$ cat src/rtl/debug_frame_pkg.sv
// debug_frame_pkg: shared constants, state encoding and CRC16-CCITT byte step for the debug frame parser
package debug_frame_pkg;
  localparam logic [7:0] SYNC0_DEF = 8'h5A;
  localparam logic [7:0] SYNC1_DEF = 8'hA5;
  localparam logic [2:0] ERR_LEN = 3'd1;
  localparam logic [2:0] ERR_CRC = 3'd2;
  localparam logic [2:0] ERR_TIMEOUT = 3'd3;
  localparam logic [2:0] ERR_OVERRUN = 3'd4;
  localparam logic [15:0] CRC_POLY = 16'h1021;
  localparam logic [15:0] CRC_INIT = 16'hFFFF;
  typedef enum logic [2:0] {
    S_SYNC0, S_SYNC1, S_CMD, S_LEN, S_DATA, S_CRC_HI, S_CRC_LO, S_HOLD
  } state_e;
  function automatic logic [15:0] crc16_byte(input logic [15:0] crc, input logic [7:0] data);
    logic [15:0] c;
    c = crc ^ {data, 8'h00};
    for (int i = 0; i < 8; i++) c = c[15] ? ((c << 1) ^ CRC_POLY) : (c << 1);
    return c;
  endfunction
endpackage

$ cat src/rtl/debug_crc16_ccitt.sv
// debug_crc16_ccitt: byte-serial CRC16-CCITT; init restarts from CRC_INIT and may coincide with en
module debug_crc16_ccitt
  import debug_frame_pkg::*;
(
  input  logic        clk,
  input  logic        rst,
  input  logic        init,
  input  logic        en,
  input  logic [7:0]  data,
  output logic [15:0] crc
);
  logic [15:0] crc_q, crc_d, base;
  always_comb begin
    base  = init ? CRC_INIT : crc_q;
    crc_d = en ? crc16_byte(base, data) : base;
  end
  always_ff @(posedge clk) begin
    if (rst) crc_q <= CRC_INIT;
    else crc_q <= crc_d;
  end
  assign crc = crc_q;
endmodule

$ cat src/rtl/debug_frame_parser.sv
// debug_frame_parser: hunts sync, checks CRC16 and holds one validated command frame
// for the command decoder under a valid/ack handshake; malformed frames pulse frame_error.
module debug_frame_parser
  import debug_frame_pkg::*;
#(
  parameter int         MAX_PAYLOAD    = 16,
  parameter int         TIMEOUT_CYCLES = 100000,
  parameter logic [7:0] SYNC0          = SYNC0_DEF,
  parameter logic [7:0] SYNC1          = SYNC1_DEF,
  localparam int        PW             = $clog2(MAX_PAYLOAD),
  localparam int        LW             = $clog2(MAX_PAYLOAD + 1)
) (
  input  logic          clk,
  input  logic          sync_reset,
  input  logic          rx_done,
  input  logic [7:0]    rx_data,
  input  logic          frame_ack,
  input  logic [PW-1:0] payload_raddr,
  output logic [7:0]    payload_rdata,
  output logic          frame_valid,
  output logic [7:0]    frame_cmd,
  output logic [LW-1:0] frame_len,
  output logic          frame_error,
  output logic [2:0]    error_code
);
  localparam int TW = $clog2(TIMEOUT_CYCLES);
  localparam logic [7:0] MAX8 = 8'(MAX_PAYLOAD);
  state_e        state_q, state_d;
  logic [TW-1:0] cnt_q, cnt_d;
  logic [PW-1:0] idx_q, idx_d;
  logic [7:0]    cmd_q, cmd_d, crc_hi_q, crc_hi_d, rdata_q;
  logic [LW-1:0] len_q, len_d;
  logic          err_q, err_d, wr_en, crc_init, crc_en;
  logic [2:0]    code_q, code_d;
  logic [15:0]   crc;
  logic [7:0]    mem_q [MAX_PAYLOAD];
  debug_crc16_ccitt u_crc (
    .clk  (clk),
    .rst  (sync_reset),
    .init (crc_init),
    .en   (crc_en),
    .data (rx_data),
    .crc  (crc)
  );
  always_comb begin
    state_d  = state_q;
    cnt_d    = cnt_q;
    idx_d    = idx_q;
    cmd_d    = cmd_q;
    len_d    = len_q;
    crc_hi_d = crc_hi_q;
    err_d    = 1'b0;
    code_d   = code_q;
    wr_en    = 1'b0;
    crc_init = 1'b0;
    crc_en   = 1'b0;
    if (rx_done) cnt_d = '0;
    // an ack releases the frame even if a byte lands in the same cycle; that byte starts a new hunt
    if (state_q == S_HOLD && frame_ack) state_d = (rx_done && rx_data == SYNC0) ? S_SYNC1 : S_SYNC0;
    else if (rx_done) begin
      case (state_q)
        S_SYNC0: state_d = (rx_data == SYNC0) ? S_SYNC1 : S_SYNC0;
        S_SYNC1: state_d = (rx_data == SYNC1) ? S_CMD : (rx_data == SYNC0) ? S_SYNC1 : S_SYNC0;
        S_CMD: begin
          cmd_d    = rx_data;
          crc_init = 1'b1;
          crc_en   = 1'b1;
          state_d  = S_LEN;
        end
        S_LEN: begin
          crc_en = 1'b1;
          idx_d  = '0;
          if (rx_data > MAX8) begin
            err_d   = 1'b1;
            code_d  = ERR_LEN;
            state_d = S_SYNC0;
          end else begin
            len_d   = LW'(rx_data);
            state_d = (rx_data == 8'd0) ? S_CRC_HI : S_DATA;
          end
        end
        S_DATA: begin
          wr_en   = 1'b1;
          crc_en  = 1'b1;
          idx_d   = idx_q + 1'b1;
          state_d = (LW'(idx_q) + LW'(1) == len_q) ? S_CRC_HI : S_DATA;
        end
        S_CRC_HI: begin
          crc_hi_d = rx_data;
          state_d  = S_CRC_LO;
        end
        S_CRC_LO: begin
          err_d   = ({crc_hi_q, rx_data} != crc);
          code_d  = err_d ? ERR_CRC : code_q;
          state_d = err_d ? S_SYNC0 : S_HOLD;
        end
        default: begin
          err_d  = 1'b1;
          code_d = ERR_OVERRUN;
        end
      endcase
    end else if (state_q != S_SYNC0 && state_q != S_HOLD) begin
      if (cnt_q == TW'(TIMEOUT_CYCLES - 1)) begin
        err_d   = 1'b1;
        code_d  = ERR_TIMEOUT;
        state_d = S_SYNC0;
        cnt_d   = '0;
      end else cnt_d = cnt_q + 1'b1;
    end
  end
  always_ff @(posedge clk) begin
    if (sync_reset) begin
      state_q  <= S_SYNC0;
      cnt_q    <= '0;
      idx_q    <= '0;
      cmd_q    <= '0;
      len_q    <= '0;
      crc_hi_q <= '0;
      err_q    <= 1'b0;
      code_q   <= '0;
      rdata_q  <= '0;
      for (int i = 0; i < MAX_PAYLOAD; i++) mem_q[i] <= '0;
    end else begin
      state_q  <= state_d;
      cnt_q    <= cnt_d;
      idx_q    <= idx_d;
      cmd_q    <= cmd_d;
      len_q    <= len_d;
      crc_hi_q <= crc_hi_d;
      err_q    <= err_d;
      code_q   <= code_d;
      rdata_q  <= mem_q[payload_raddr];
      if (wr_en) mem_q[idx_q] <= rx_data;
    end
  end
  assign payload_rdata = rdata_q;
  assign frame_valid   = (state_q == S_HOLD);
  assign frame_cmd     = cmd_q;
  assign frame_len     = len_q;
  assign frame_error   = err_q;
  assign error_code    = code_q;
endmodule
$ cat config.mk
export PLATFORM = sky130hd
export DESIGN_NAME = debug_frame_parser
export DESIGN_NICKNAME = d
export VERILOG_FILES = /design/src/rtl/debug_frame_pkg.sv /design/src/rtl/debug_crc16_ccitt.sv /design/src/rtl/debug_frame_parser.sv
export SDC_FILE = /design/constraint.sdc
export NUM_CORES = 1
export LEC_CHECK = 0
export ABC_AREA = 1
export BUFFER_PORTS_ARGS = -buffer_cell sky130_fd_sc_hd__buf_2
export CAP_MARGIN = 20
export CORE_MARGIN = 10
export CORE_UTILIZATION = 30
export DETAILED_ROUTE_END_ITERATION = 10
export PLACE_DENSITY = 0.47
export SYNTH_ARGS = -nofsm -noshare
export SYNTH_HDL_FRONTEND = slang
export SYNTH_SLANG_ARGS = --single-unit
$ cat constraint.sdc
create_clock -name clk -period 2.4 [get_ports clk]
set_input_delay 0.24 -clock clk [delete_from_list [all_inputs] [get_ports clk]]
set_output_delay 0.24 -clock clk [all_outputs]
set_load 0.03 [all_outputs]
After elaboration in Yosys (flattened, before gate mapping)
Memories as Yosys holds them, arrays and structs flattened. A register that Yosys moved wholly into a read port is not among the register bits. Index checks and enable logic that the tools add are counted.

Bits in registers: 65. Memories kept: 1. Word-level logic and storage cells: 119. Input port bits: 16. Bits in writable memories: 128. ROM bits: 0. Latch bits: 0.

Add/subtract/negate cells: 3. Reduce and logical (&&, ||, !) cells: 21. Multiplexer cells: 56. Shift operators: 0. Bitwise operators: 11. Equality and inequality tests: 17. Divide/modulo/power cells: 0. $mul: 0. $lt $le $gt $ge: 1.

Memory list: mem_q (depth 16, width 8, read ports 1, clocked after Yosys merged registers in 1, write ports 16, RTL line debug_frame_parser.sv:36) `logic [7:0] mem_q [MAX_PAYLOAD];`.

Operator list (count): 2-to-1 mux 13 bit (8); 2-to-1 mux 17 bit (5); 2-to-1 mux 3 bit (11); 2-to-1 mux 16 bit (2); NOT 3 bit (8); 2-to-1 mux 1 bit (23); one-hot mux 3 bit (7 select lines) (1); adder 17 x 1 -> 17 bit, second input constant (1); == test 17 bit, second input constant (1); inequality test 16 bit (1); bitwise XOR 16 bit (1); == test 3 bit, second input constant (4); AND reduction 3 bit (4); inequality test 3 bit, second input constant (3); inequality test 9 x 1 -> 1 bit, second input constant (1); one-hot mux 3 bit (3 select lines) (1); nonzero test 3 bit (3); == test 8 x 7 -> 1 bit, second input constant (1); == test 8 bit, second input constant (1); greater-than comparator 8 x 5 -> 1 bit, second input constant (1); logical NOT 8 bit (1); 2-to-1 mux 8 bit (1); one-hot mux 4 bit (2 select lines) (1); OR reduction 8 bit (1); 18 further kinds (24).

Depth between registers and ports, before layout
Gate-level depths: netlist of the first run.

Depth after elaboration: 23. Depth in mapped cells: 13.

By module
Synthesis of the first run repeated with hierarchy kept, for this count alone.

Cell total of the unflattened synthesis: 1195. Area, all modules: 10107.2 sq um.

By module, submodules not included: debug_frame_parser (cells an instance 992, instances 1, area an instance 8938.6 sq um, sequential area each 4984.8 sq um); debug_crc16_ccitt (cells an instance 203, instances 1, area an instance 1168.6 sq um, sequential area each 320.3 sq um).

Worst setup path before layout of the first run
No wires, ideal clock.

Path kind: register to register. Start point: reg state_q[0]. End point: mem mem_q[11][0] (enable). Setup time: 0.329 ns. Slack: 0.576 ns. Data required time: 2.071 ns. Buffers on the path: 0. Arrival: 1.495 ns. Stages on the path, launching flop included: 10. Cell sequence: dfxtp_1 > inv_1 > nand2_1 > nor2_1 > inv_2 > nor2_4 > nand2_2 > inv_1 > nand3_2 > nand2_1.

RTL lines: start: declaration (RTL line debug_frame_parser.sv:28) `state_e state_q, state_d;`; start signal: assignment (RTL line debug_frame_parser.sv:124) `state_q <= state_d;`; end: declaration (RTL line debug_frame_parser.sv:36).

==> summary.md, run 1 <==
| Metric | Value |
|---|---|
| Setup WS pre-CTS | `between 200 and 250 ps` |
| GP Congestion | `~0.84` |
| Root Driver | `clkbuf_16` |
| Syn_area_per_cell | `approximately 8.5 sq um` |
| Final setup margin | `about 210 ps` |
| GR Overflow Total | `0` |
| CTS tree | `built` |
| Port bufs | `41` |
| RSZ-0062 raised after global routing | `false` |
| Worst Path Buf+Inv | `2` |
| Max_slew headroom | `between 50% and 60%` |
| Setup CP Type | `reg -> reg` |
| WP data required | `2580 ps` |
| Crit start category | `flop` |
| Gr usage total | `between 10% and 20%` |
| Fmax | `about 0.46 GHz` |
| Crit path cell chain | `inv_1 -> nand2_1 -> nor2_1 -> inv_2 -> nor2_4 -> nand2_2 -> nor2_2 -> nand2_1 -> nand2_1` |
| Final WL | `about 28,000 microns` |
| IO Pins | `42` |
| CTS Buffer Depth | `3` |
| Largest net degree at the start of global routing | `between 60 and 70` |
| Total CTS buffers | `23` |
| Tcrit/Tclk final | `between 90% and 100%` |
| Final nets | `roughly 1,200` |
| Post-synth cell types | `40` |
| Crit path launch | `state_q[0]` |
| Reg clk slew, reported paths | `around 60 ps` |
| Min-Delay Path Depth | `3` |
| Vias | `just under 8,000` |
| Clk_lat worst skew | `510 ps` |
| DP HPWL | `around 19,000 microns` |
| CP max stage delay | `roughly 330 ps` |
| Post-CTS setup buffer count | `0` |
| CP delay by family, top | `simple AND/OR/NAND/NOR gates` |
| Worst vdd ir | `roughly 0.45 mV` |
| Share of cells above drive strength 1 | `a little over an eighth` |
| Flops & latches, synth | `approximately 200` |
| Post-Syn Instances | `1,144` |
| Worst path depth | `9` |
| TritonCTS Sinks | `about 200` |
| Clock Skews | `17.6 ps` |
| Crit path DAT | `~2400 ps` |
| Tightest Pin Transition | `614 ps` |
| DRC | `0` |
| First-pass GRT wire length | `~43,000 microns` |
| Row cnt | `66` |
| Net Count, Synth | `~1,200` |
| Critical Path Most Common Cell | `nand2_1` |
| Drt wl/cell | `16.8 microns` |
| Reg power frac | `47.1%` |
| Pwr per Cell Area | `approximately 710 nW/um^2` |
| Drt first pass iters | `5` |
| Combinational share of power | `6.6%` |
| Mapped cell area | `9770 sq um` |
| # diodes | `0` |
| Int Power | `between 6 and 7 mW` |
| P_leak | `approximately 4.5 nW` |
| Commonest non-fill, non-tap cell in the layout | `nor2_1` |
| R2r startpoint | `state_q[0]` |
| Setup crit end kind | `flop` |
| Most frequent cells in the layout | `nor2_1, nand2_1, edfxtp_1` |
| Core ar. | `~32,000 sq um` |
| Chip Width | `200 microns` |
| Hold Fails Final Rpt | `0` |
| Initial drt markers | `612` |
| Clock power frac | `a little under half` |
| Initial antenna violation count | `0` |
| Slowest stage cell, crit path | `dfxtp_1` |
| Hold-fix buffers, CTS | `0` |
| DIE HEIGHT | `about 200 microns` |
| Ys Warns | `0` |
| HP Start | `rx_data[0]` |
| Hold WC Path Type | `in -> reg` |
| Synth-to-Final Area Change | `16.3%` |
| H-tree levels | `1` |
| Status | `finished, final reports clean` |
| Die area | `between 40,000 and 50,000 sq um` |
| Setup TNS Final | `0 ps` |
| Slew Limit Fails | `0` |
| Setup violations, final | `0` |
| Critical Path Fanout Max | `8` |
| Switch share | `about 23%` |
| Initial core utilization | `a little under a third` |
| ANT nets after route | `0` |
| R2R depth | `9` |
| Sw power | `about 1.8 mW` |
| Max-cap viol count | `0` |
| Number of global-route vias before repair | `~7,800` |
| DR vias/cell | `4.76` |
| Final min period | `between 2000 and 2500 ps` |
| Seq/Total Area, Yosys | `54.3%` |
## flip-flops by register name (all words and copies together) (netlist names)
register and flops:
state_q 3, cnt_q 17, frame_error 1, frame_len 5, mem_q 128, payload_rdata 8, idx_q 4, error_code 3
crc_hi_q 8, u_crc.crc 16, frame_cmd 8
## synthesized netlist by cell type
cell type / number / area share [%]
o21bai_1: 3 / 0.23
buf_2: 10 / 0.51
inv_1: 88 / 3.4
xnor2_1: 2 / 0.18
or2_4: 3 / 0.27
a21oi_1: 58 / 3.0
nand2_8: 1 / 0.20
o221ai_1: 24 / 2.2
nand2_2: 6 / 0.38
nand3_1: 65 / 3.3
xor2_2: 4 / 0.67
o21ai_0: 101 / 5.2
buf_4: 2 / 0.15
a221oi_1: 1 / 0.090
edfxtp_1: 128 / 39
buf_6: 2 / 0.23
nand3b_1: 1 / 0.077
clkbuf_1: 45 / 1.7
inv_2: 9 / 0.35
xor2_1: 14 / 1.3
nor2_1: 233 / 9.0
o211ai_1: 12 / 0.92
o22ai_1: 9 / 0.58
nor4_1: 2 / 0.13
nor2_4: 1 / 0.12
nand4_1: 12 / 0.77
a21boi_0: 1 / 0.077
o21a_1: 1 / 0.077
nor3_1: 10 / 0.51
a22oi_1: 3 / 0.23
a31oi_1: 2 / 0.13
dfxtp_1: 73 / 15
nand2_4: 5 / 0.58
ha_1: 5 / 0.64
nor2_8: 1 / 0.20
nand3_2: 6 / 0.61
nand2_1: 194 / 7.5
nor2_2: 5 / 0.32
buf_1: 1 / 0.038
clkinv_1: 1 / 0.038
## kinds of logic after synthesis
logic type               after synthesis  share of synthesized area, %
XOR/XNOR                              20                          2.10
AO/OA/AOI/OAI                        215                          12.6
adder cells (fa/ha/maj)                5                         0.640
flip-flops                           201                          54.3
buffers and inverters                158                          6.43
AND/OR/NAND/NOR                      545                          23.9
## layer usage
layer | routed length [microns] | track usage [%]
met1 | 13200 | 18.3
met2 | 12200 | 21.2
met3 | 1330 | 1.97
met4 | 855 | 4.30
met5 | 0 | 0
## area by class of cell
| class | count | area [sq um] |
|---|---|---|
| clock inverter | 14 | 194 |
| fill | 3408 | 21000 |
| multi-input combinational | 785 | 3840 |
| tap | 442 | 553 |
| sequential | 201 | 5310 |
| clock buffer | 26 | 587 |
| inverter | 98 | 368 |
| timing repair buffer | 79 | 515 |
## repair_timing
item / CTS / global route
hold endpoints to repair: 0 / 0
resized for setup: 0 / 2
endpoints found under the setup margin: 0 / 16
## worst register-to-register path: stages (launching register included)
cell     delay (ps)
dfxtp_1         330
inv_1           160
nand2_1         120
nor2_1          190
inv_2            80
nor2_4          130
nand2_2         120
nor2_2          310
nand2_1         130
nand2_1         280
## worst paths after layout
check,to,slack (ps)
setup / recovery,mem_q[0][4],210
hold / removal,frame_cmd[0],70
setup reg to reg,mem_q[0][4],210
hold reg to reg,frame_cmd[2],460
## power by group through the flow
stage	Sequential (mW)	Clock, mW	Combinational (mW)
3_5_place_dp	3.85	0	0.534
2_1_floorplan	3.87	0	0.304
3_3_place_gp	3.85	0	0.540
4_1_cts	3.78	3.77	0.536
5_1_grt	3.78	3.89	0.583
6_report	3.78	3.71	0.530
## per-stage QoR
stage                     power [mW]  utilization [%]  cell area (sq um)  cells  hold WS [ps]
after floorplan                 4.17                -               9770   1144           404
after global placement          4.39             32.7              10600   1605           451
after detailed placement        4.39             32.7              10600   1605           455
after CTS                       8.08             35.1              11400   1645          48.4
after global routing            8.26             35.1              11400   1645          60.0
final                           8.02             35.1              11400   1645          70.4
(Power assumes the default switching activity.)
==> run 2: changes to the inputs <==
--- a/config.mk
+++ b/config.mk
@@ -6,12 +6,12 @@
 export NUM_CORES = 1
 export LEC_CHECK = 0
 export ABC_AREA = 1
-export BUFFER_PORTS_ARGS = -buffer_cell sky130_fd_sc_hd__buf_2
 export CAP_MARGIN = 20
 export CORE_MARGIN = 10
 export CORE_UTILIZATION = 30
 export DETAILED_ROUTE_END_ITERATION = 10
-export PLACE_DENSITY = 0.47
+export DONT_BUFFER_PORTS = 1
+export PLACE_DENSITY = 0.46
 export SYNTH_ARGS = -nofsm -noshare
 export SYNTH_HDL_FRONTEND = slang
 export SYNTH_SLANG_ARGS = --single-unit
==> summary.md, run 2 (synthesis results as in run 1) <==
| Metric | Value |
|---|---|
| DP HPWL | `~19,000 microns` |
| Status | `finished, final reports clean` |
| Share of cells above drive strength 1 | `under 10%` |
| ANT nets after route | `0` |
| Final nets | `between 1,000 and 1,500` |
| Port bufs | `0` |
| Commonest non-fill, non-tap cell in the layout | `nor2_1` |
| CTS tree | `built` |
| Fmax | `~0.45 GHz` |
| Number of global-route vias before repair | `between 7,000 and 8,000` |
| Total CTS buffers | `23` |
| Hold_ws | `between 15 and 20 ps` |
| Initial core utilization | `between 30 and 40%` |
| Reg with most FFs | `mem_q` |
| Worst Path Buf+Inv | `2` |
| Final WL | `just under 30,000 microns` |
| Crit path launch | `state_q[0]` |
| Most frequent cells in the layout | `nor2_1, nand2_1, edfxtp_1` |
| GR Overflow Total | `0` |
| Pwr per Cell Area | `692 nW/um^2` |
| Row cnt | `66` |
| Tcrit/Tclk final | `91.9%` |
| Gr usage total | `roughly 14%` |
| IO Pins | `42` |
| Synth-to-Final Area Change | `15.0%` |
| CP delay by family, top | `simple AND/OR/NAND/NOR gates` |
| Reg power frac | `around half` |
| Max_slew headroom | `between 50% and 60%` |
| Final design utilization | `34.7%` |
| FILL cells | `about 3,400` |
| Final min period | `around 2200 ps` |
| Die area | `roughly 40,000 sq um` |
| Int Power | `5.95 mW` |
| Clk_lat worst skew | `530 ps` |
| Max-cap viol count | `0` |
| Root Driver | `clkbuf_16` |
| P_leak | `between 4 and 5 nW` |
| R2r startpoint | `state_q[0]` |
| Worst vdd ir | `between 0.4 and 0.5 mV` |
| Vias | `about 8,000` |
| Crit path cell chain | `inv_1 -> nand2_1 -> nor2_1 -> inv_2 -> nor2_4 -> nand2_2 -> nor2_2 -> nand2_1 -> nand2_1` |
| Critical Path Fanout Max | `8` |
| # diodes | `0` |
| Core ar. | `around 32,000 sq um` |
| Critical Path Most Common Cell | `nand2_1` |
| GP Congestion | `~0.81` |
| DRC | `0` |
| WP data required | `2570 ps` |
| Setup TNS Final | `0 ps` |
| Slew Limit Fails | `0` |
| Drt wl/cell | `approximately 18 microns` |
| Chip Width | `200 microns` |
| Combinational share of power | `under 10%` |
| TritonCTS Sinks | `around 200` |
| Setup CP Type | `reg -> reg` |
| Setup WS pre-CTS | `211 ps` |
| RSZ-0062 raised after global routing | `false` |
| Clock Skews | `between 30 and 40 ps` |
| Setup crit end kind | `flop` |
| Clock power frac | `between 40% and 50%` |
| Setup violations, final | `0` |
| Reg clk slew, reported paths | `60 ps` |
| Largest register FFs | `128` |
| H-tree levels | `1` |
| Drt first pass iters | `5` |
| Hold WC Path Type | `in -> reg` |
| Switch share | `approximately a quarter` |
| DR vias/cell | `4.84` |
| Initial antenna violation count | `0` |
| Final setup margin | `roughly 190 ps` |
| CTS Buffer Depth | `3` |
| Crit start category | `flop` |
| Slowest stage cell, crit path | `dfxtp_1` |
| Initial drt markers | `between 500 and 600` |
| Hold Fails Final Rpt | `0` |
| Tightest Pin Transition | `between 600 and 700 ps` |
| Crit path DAT | `around 2400 ps` |
| First-pass GRT wire length | `45,800 microns` |
| Sw power | `between 1.5 and 2 mW` |
| DIE HEIGHT | `approximately 200 microns` |
| HP Start | `payload_raddr[2]` |
| Largest net degree at the start of global routing | `between 60 and 70` |
| CP max stage delay | `340 ps` |
==> run 2: area by class of cell <==
cell class,count,area [sq um],area share (%)
repair buffers,47,415,3.70
flip-flops and latches,201,5310,47.2
clock buffers,25,583,5.19
clock inverters,17,160,1.43
multi-input cells,785,3850,34.3
well taps,442,553,4.92
inverters,98,368,3.28
==> run 2: power by group through the flow <==
stage / Clock, mW / Sequential [mW] / Combinational [mW]
6_report: 3.51 / 3.81 / 0.452
5_1_grt: 3.72 / 3.82 / 0.500
4_1_cts: 3.59 / 3.81 / 0.456
2_1_floorplan: 0 / 3.87 / 0.304
3_3_place_gp: 0 / 3.88 / 0.413
3_5_place_dp: 0 / 3.88 / 0.410
==> run 2: through the flow <==
| step | total power [mW] | area (sq um) | instances |
|---|---|---|---|
| 2_1_floorplan | 4.17 | 9770 | 1144 |
| 3_3_place_gp | 4.30 | 10300 | 1557 |
| 3_5_place_dp | 4.29 | 10300 | 1557 |
| 4_1_cts | 7.85 | 11200 | 1615 |
| 5_1_grt | 8.03 | 11200 | 1615 |
| 6_report | 7.77 | 11200 | 1615 |
==> run 2: metal layers <==
layer  part of all wire, %  wire [microns]  global-route usage [%]
met5                     0               0                       0
met2                    44           12700                    22.1
met4                   1.7             499                    2.79
met1                    48           13900                    19.9
met3                   6.5            1880                    3.03
==> run 2: worst paths after layout <==
| check | endpoint | slack [ps] | depth (start not counted) |
|---|---|---|---|
| setup / recovery | mem_q[14][6] | 190 | 9 |
| hold / removal | payload_rdata[7] | 20 | 2 |
| setup reg to reg | mem_q[14][6] | 190 | 9 |
| hold reg to reg | crc_hi_q[0] | 470 | 2 |
==> run 2: repair_timing <==
item	CTS	global route
buffers inserted	0	0
hold buffers	16	0
gates resized for setup	0	4
endpoints found under the setup margin	0	24
hold endpoints to repair	52	0
==> run 2: worst register-to-register path, delay by kind of cell (launching register included) <==
family / cells / cell delay (ps)
and+or+nand+nor: 7 / 1260
DFF: 1 / 340
buffers and inverters: 2 / 230
==> run 3: changes to the inputs <==
--- a/config.mk
+++ b/config.mk
@@ -7,11 +7,12 @@
 export LEC_CHECK = 0
 export ABC_AREA = 1
 export CAP_MARGIN = 20
+export CORE_ASPECT_RATIO = 1.1
 export CORE_MARGIN = 10
 export CORE_UTILIZATION = 30
 export DETAILED_ROUTE_END_ITERATION = 10
 export DONT_BUFFER_PORTS = 1
-export PLACE_DENSITY = 0.46
+export PLACE_DENSITY = 0.51
 export SYNTH_ARGS = -nofsm -noshare
 export SYNTH_HDL_FRONTEND = slang
 export SYNTH_SLANG_ARGS = --single-unit
==> summary.md, run 3 (synthesis results as in run 1) <==
| Metric | Value |
|---|---|
| Vias | `around 7,700` |
| R2r startpoint | `state_q[0]` |
| IO Pins | `42` |
| Setup violations, final | `0` |
| Crit start category | `flop` |
| Final WL | `roughly 28,000 microns` |
| Worst vdd ir | `around 0.44 mV` |
| Reg with most FFs | `mem_q` |
| First-pass GRT wire length | `between 40,000 and 50,000 microns` |
| Number of global-route vias before repair | `approximately 7,700` |
| Clock Skews | `~13 ps` |
| HP Start | `payload_raddr[2]` |
| ANT nets after route | `0` |
| Crit path launch | `state_q[0]` |
| GR Overflow Total | `0` |
| Die area | `around 40,000 sq um` |
| RSZ-0062 raised after global routing | `false` |
| # diodes | `0` |
| CTS Buffer Depth | `3` |
| Initial core utilization | `roughly 30%` |
| Most frequent cells in the layout | `nor2_1, nand2_1, edfxtp_1` |
| Max-cap viol count | `0` |
| DP HPWL | `18,300 microns` |
| Port bufs | `0` |
| Share of cells above drive strength 1 | `8.97%` |
| DIE HEIGHT | `around 210 microns` |
| Drt wl/cell | `~17 microns` |
| Hold WC Path Type | `in -> reg` |
| Final nets | `about 1,200` |
| Chip Width | `between 150 and 200 microns` |
| Commonest non-fill, non-tap cell in the layout | `nor2_1` |
| Setup CP Type | `reg -> reg` |
| Drt first pass iters | `5` |
| Setup TNS Final | `0 ps` |
| Initial antenna violation count | `0` |
| Max_slew headroom | `58.5%` |
| Row cnt | `just under 70` |
| Reg clk slew, reported paths | `approximately 70 ps` |
| Fmax | `about 0.46 GHz` |
| CP endpoint | `mem_q[11][3]` |
| Initial drt markers | `650` |
| Pwr per Cell Area | `slightly above 700 nW/um^2` |
| Critical Path Fanout Max | `8` |
| Hold Fails Final Rpt | `0` |
| Root Driver | `clkbuf_16` |
| Setup crit end kind | `flop` |
| Slew Limit Fails | `0` |
| Final setup margin | `about 230 ps` |
| GP Congestion | `roughly 0.85` |
| H-tree levels | `1` |
| Total CTS buffers | `24` |
| TritonCTS Sinks | `roughly 200` |
| Tightest Pin Transition | `between 600 and 700 ps` |
| Largest register FFs | `128` |
| Status | `finished, final reports clean` |
| Setup WS pre-CTS | `between 200 and 250 ps` |
| Largest net degree at the start of global routing | `66` |
| Core ar. | `around 32,000 sq um` |
| Final min period | `about 2200 ps` |
| Synth-to-Final Area Change | `14.9%` |
| CTS tree | `built` |
| P_leak | `~4.3 nW` |
| Tcrit/Tclk final | `about 90%` |
| Gr usage total | `13.7%` |
| R2R Path End | `mem_q[11][3]` |
| FILL cells | `about 3,300` |
| DR vias/cell | `slightly below 5` |
| R2R depth | `9` |
| WP data required | `between 2000 and 3000 ps` |
| Clk_lat worst skew | `about 520 ps` |
| R2R setup slack | `approximately 230 ps` |
| Crit path DAT | `2350 ps` |
| DRC | `0` |
[run 3: changes by cell type in the layout (fill, tap and decap cells not counted), moves of 2 or more]
| cell | delta |
|---|---|
| clkbuf_16 | +2 |
| nand2_2 | -4 |
| clkbuf_1 | +2 |
| dlygate4sd3_1 | -2 |
| buf_4 | -2 |
| nand2_1 | +4 |
[run 3: how the worst min path moves through the flow]
stage | endpoint | slack [ps] | cells past startpoint
floorplan | frame_cmd[0] | 400 | 2
global placement | crc_hi_q[2] | 320 | 1
CTS | payload_rdata[6] | 10 | 3
global route | payload_rdata[0] | 30 | 2
finish | payload_rdata[5] | 30 | 2
detailed placement | frame_cmd[1] | 320 | 1
[run 3: routing by layer]
metal | GRT usage [%] | vias up | part of all wire, %
li1 | - | 3868 | -
met1 | 18.1 | 3618 | 44
met2 | 21.9 | 204 | 46
met3 | 3.18 | 42 | 7.3
met4 | 3.88 | 0 | 2.5
met5 | 0 | - | 0
[run 3: metrics by stage]
stage / instances / power, mW / hold WS (ps) / area (sq um) / utilization (%)
2_1_floorplan: 1144 / 4.17 / 404 / 9770 / -
3_3_place_gp: 1539 / 4.29 / 316 / 10300 / 31.9
3_5_place_dp: 1539 / 4.29 / 318 / 10300 / 31.9
4_1_cts: 1597 / 8.01 / 11.5 / 11200 / 34.8
5_1_grt: 1597 / 8.19 / 28.7 / 11200 / 34.8
6_report: 1597 / 7.93 / 25.3 / 11200 / 34.8
[run 3: worst max-delay path, stage by stage (launching register included)]
cell	delay, ps
dfxtp_1	330
inv_1	150
nand2_1	120
nor2_1	180
inv_2	80
nor2_4	150
nand2_2	110
inv_1	280
nand3_2	140
nand2_1	300
[run 3: where the power goes]
part / total [mW] / internal [mW] / switching, mW / leakage, nW
clock: 3.68 / 2.25 / 1.43 / 0.388
combinational: 0.441 / 0.121 / 0.320 / 2.02
sequential: 3.81 / 3.75 / 0.0588 / 1.91
[run 3: timing repair]
item | 4_1_cts | 5_1_grt
endpoints found under the hold margin | 52 | 0
setup endpoints to repair | 0 | 0
hold buffers | 14 | 0
buffers inserted | 0 | 0
resized for setup | 0 | 0
[run 3: area by class of cell]
| cell class | count | area [sq um] | area share (%) |
|---|---|---|---|
| Sequential cell | 201 | 5310 | 47.3 |
| Multi-Input combinational cell | 785 | 3840 | 34.2 |
| Clock buffer | 30 | 654 | 5.83 |
| Tap cell | 426 | 533 | 4.75 |
| Timing Repair Buffer | 43 | 380 | 3.39 |
| Inverter | 98 | 368 | 3.28 |
| Clock inverter | 14 | 144 | 1.28 |
